File: src/rtl/register_16b.sv
// General-purpose storage register with write enable and async active-low reset.
// Used for PC, IR, general and pipeline registers; out comes straight from the flops.
module register_16b #(
    parameter int                WIDTH       = 16,
    parameter logic [WIDTH-1:0]  RESET_VALUE = '0
) (
    input  logic             clk,
    input  logic             reset_n,
    input  logic [WIDTH-1:0] in,
    input  logic             w_flag,
    output logic [WIDTH-1:0] out
);

    logic [WIDTH-1:0] data_d;
    logic [WIDTH-1:0] data_q;

    always_comb begin
        data_d = data_q;
        if (w_flag) data_d = in;
    end

    always_ff @(posedge clk or negedge reset_n) begin
        if (!reset_n) data_q <= RESET_VALUE;
        else          data_q <= data_d;
    end

    assign out = data_q;

endmodule

File: config.mk
export PLATFORM = sky130hd
export DESIGN_NAME = register_16b
export DESIGN_NICKNAME = d
export VERILOG_FILES = /design/src/rtl/register_16b.sv
export SDC_FILE = /design/constraint.sdc
export NUM_CORES = 1
export LEC_CHECK = 0
export ABC_AREA = 1
export CORE_UTILIZATION = 37
export DETAILED_ROUTE_END_ITERATION = 10
export GPL_TIMING_DRIVEN = 0
export MAX_ROUTING_LAYER = met4
export PLACE_DENSITY = 0.77
export RECOVER_POWER = 25
export SYNTH_ARGS = -nofsm -noshare
export SYNTH_HDL_FRONTEND = slang
export SYNTH_SLANG_ARGS = --single-unit
File: constraint.sdc
create_clock -name clk -period 0.8 [get_ports clk]
set_clock_uncertainty 0.15 [all_clocks]
set_input_delay 0.2 -clock clk [delete_from_list [all_inputs] [get_ports clk]]
set_output_delay 0.2 -clock clk [all_outputs]
set_load 0.05 [all_outputs]
==> results.md <==
* Final hold slack at -0.314 ns
* Routed Antenna Nets at 0
* FMAX at 0.837 GHz
* Setup ws final at -0.394 ns
* Vias at 567
* Largest net degree at the start of global routing at 17
* Final Cell Area at 0.00113 mm^2
* Logic pwr share at 0.349
* Worst skew pair latency at 0.26 ns
* 1st-iter DRT viols at 4
* Residual DRC at 4
* Max incr delay on CP at 0.42 ns
* Area grow syn2layout at 76.1%
* Max rail drop VDD at 1120 uV
* Net Switching at 0.665 mW
* Antenna diode count at 0
* Post-synth ARST share at 1.00
* DR pass1 iterations at 6
* Final Hold Viols at 16
* Floorplan core area at 0.00156 mm^2
* Crit-path max FO at 2
* Cell with the most instances after synthesis: nand2_1
* Reg clk slew, reported paths at 0.08 ns
* Top Family by Delay on Critical Path: flip-flops
* Initial antenna violation count at 0
* Sequential share of power at 0.464
* Worst-margin pin slew at 0.387 ns
* Clk root buf: clkbuf_4
* CP Cell Sequence: buf_6
* TritonCTS Buffers at 3
* Critical R2R Launch: out[9]
* WP buf/inv at 1
* WP data required at 0.45 ns
* Full die area at 0.00191 mm^2
* CP arrival at 0.84 ns
* Max FFs per register at 16
* Crit-path slowest cell: dfrtp_2
* Post-synth EDFFs at 0
* Slew Viols, Final at 0
* Status: finished with violations
* Failing checks: DRC, hold timing, setup timing
* Cells after Synth at 68
* R2R Setup Slk at -0.08 ns
* Leakage at 0.565 nW
* Pint at 1.38 mW
* Grt total ovfl at 0
* Nature of the critical path startpoint: flop
* Wire per inst at 10.4 um
* Unrepaired setup endpoints after global routing: true
* Prevailing post-synth register cell: dfrtp_1
* Die span in x at 43.7 um
* Worst setup path start: out[6]
* Syn avg cell area at 9.48 um^2
* Mapped Area at 644 um^2
* Top cell type by total area after synthesis: dfrtp_1
* Vias in the first global route at 529
* GR Layer Usage met2 at 0.272
* Post-synth top area share at 0.621
* Register bit total from synthesis at 16
* Worst Hold Class: input pin to async pin
* Syn Nets at 87
* Max-cap violation count at 0
* Row cnt at 14
* Nets at 131
* Chip Height at 43.7 um
* Post-DR vias/cell at 4.50
* CP Class: flop to output pin
* Pwr/cell area at 1800 mW/mm^2
* Tmin final at 1.19 ns
* WL final at 1310 um
* Met3 usage at 0.0500
* Synth Warn # at 0
* Final setup violation count at 22
* Tcrit/Tclk final at 1.49
* Endpoint type of the worst setup path: output pin
* RR Endpoint: out[9]
* Depth of the most critical reg-to-reg path at 3
* Register area share after synthesis at 0.621
* Clock Sinks at 16
* Initial cell density of the core at 0.413
* Clk network pwr share at 0.187
* I/O Buffers at 33
* H-Tree Level Count at 1
* First-pass GRT wire length at 2140 um
* Relative slew margins at 0.742
* Yosys cell types at 6
* Net Sw Frac at 0.325
* Synth area leaders: dfrtp_1, nand2_1, nand2_2
* CTS tree: done
* Placer Congestion at 0.664
* CTS Buffer Depth at 2
* DP HPWL at 898 um
* Met1 GRT Util at 0.166
* Top post-synthesis cells by count: nand2_1, dfrtp_1, nand2_2
* Setup TNS at -6.58 ns
* Tot GR Track Use at 0.154
* Share of layout cells above drive strength 1 at 0.500
* Most Used Layer, Global Route: met2
* DP Area at 0.00101 mm^2
* # IOs at 35
-- metal layers --
| layer | part of all wire | routed length [um] |
|---|---|---|
| met1 | 0.41 | 536 |
| met2 | 0.49 | 642 |
| met3 | 0.097 | 126 |
| met4 | 0 | 0 |
| met5 | 0 | 0 |
-- cells in the final DEF, fill, tap and decap left out --
cell type        synthesis  routed
inv_6                    1       1
clkbuf_4                 0       3
clkdlybuf4s50_1          0      16
buf_6                    2      24
nand2_2                  5       8
buf_12                   1       1
dfrtp_2                  0      16
clkbuf_2                 0       1
nand2_4                  0       1
nand2_1                 43      39
-- stage by stage --
stage / setup slack [ns] / util / hold WS (ns) / std cells / power [mW]
global route: -0.432 / 0.728 / -0.303 / 126 / 2.15
finish: -0.394 / 0.728 / -0.314 / 126 / 2.04
floorplan: -0.0877 / - / -0.246 / 68 / 1.32
CTS: -0.403 / 0.713 / -0.0565 / 125 / 2.05
detailed placement: -0.699 / 0.651 / 0.308 / 117 / 1.58
global placement: -0.695 / 0.651 / 0.305 / 117 / 1.57
-- cell families (layout without fill, tap and decap cells) --
group,count (synthesis),count (layout),synth area share
buf+inv,4,46,0.0796
flops,16,16,0.621
simple gates,48,48,0.299
-- power by group through the flow --
stage	clock network, mW	logic [mW]	registers, mW
after floorplan	0	0.108	1.21
final	0.383	0.713	0.948
after global placement	0	0.626	0.946
after global routing	0.436	0.755	0.956
after CTS	0.407	0.698	0.947
after detailed placement	0	0.629	0.947
-- area by class of cell --
class,instances,area [um^2]
plain buffers,3,42.5
clock buffers,3,22.5
fillers,126,424
inverters,1,8.76
multi-input cells,48,208
flip-flops and latches,16,420
well taps,16,20.0
repair buffers,39,413
-- worst max path at each step --
stage,slack [ns],to,cells past startpoint
finish,-0.39,out[6],1
global route,-0.43,out[12],1
CTS,-0.40,out[0],1
detailed placement,-0.70,out[4],1
global placement,-0.69,out[4],1
floorplan,-0.09,out[0],2
-- timing repair --
action,4_1_cts,5_1_grt
pin swaps,0,0
gates resized for setup,118,10
endpoints found under the setup margin,32,43
hold endpoints to repair,16,16
setup buffers,5,3
Power figures use the tool's default switching activity.
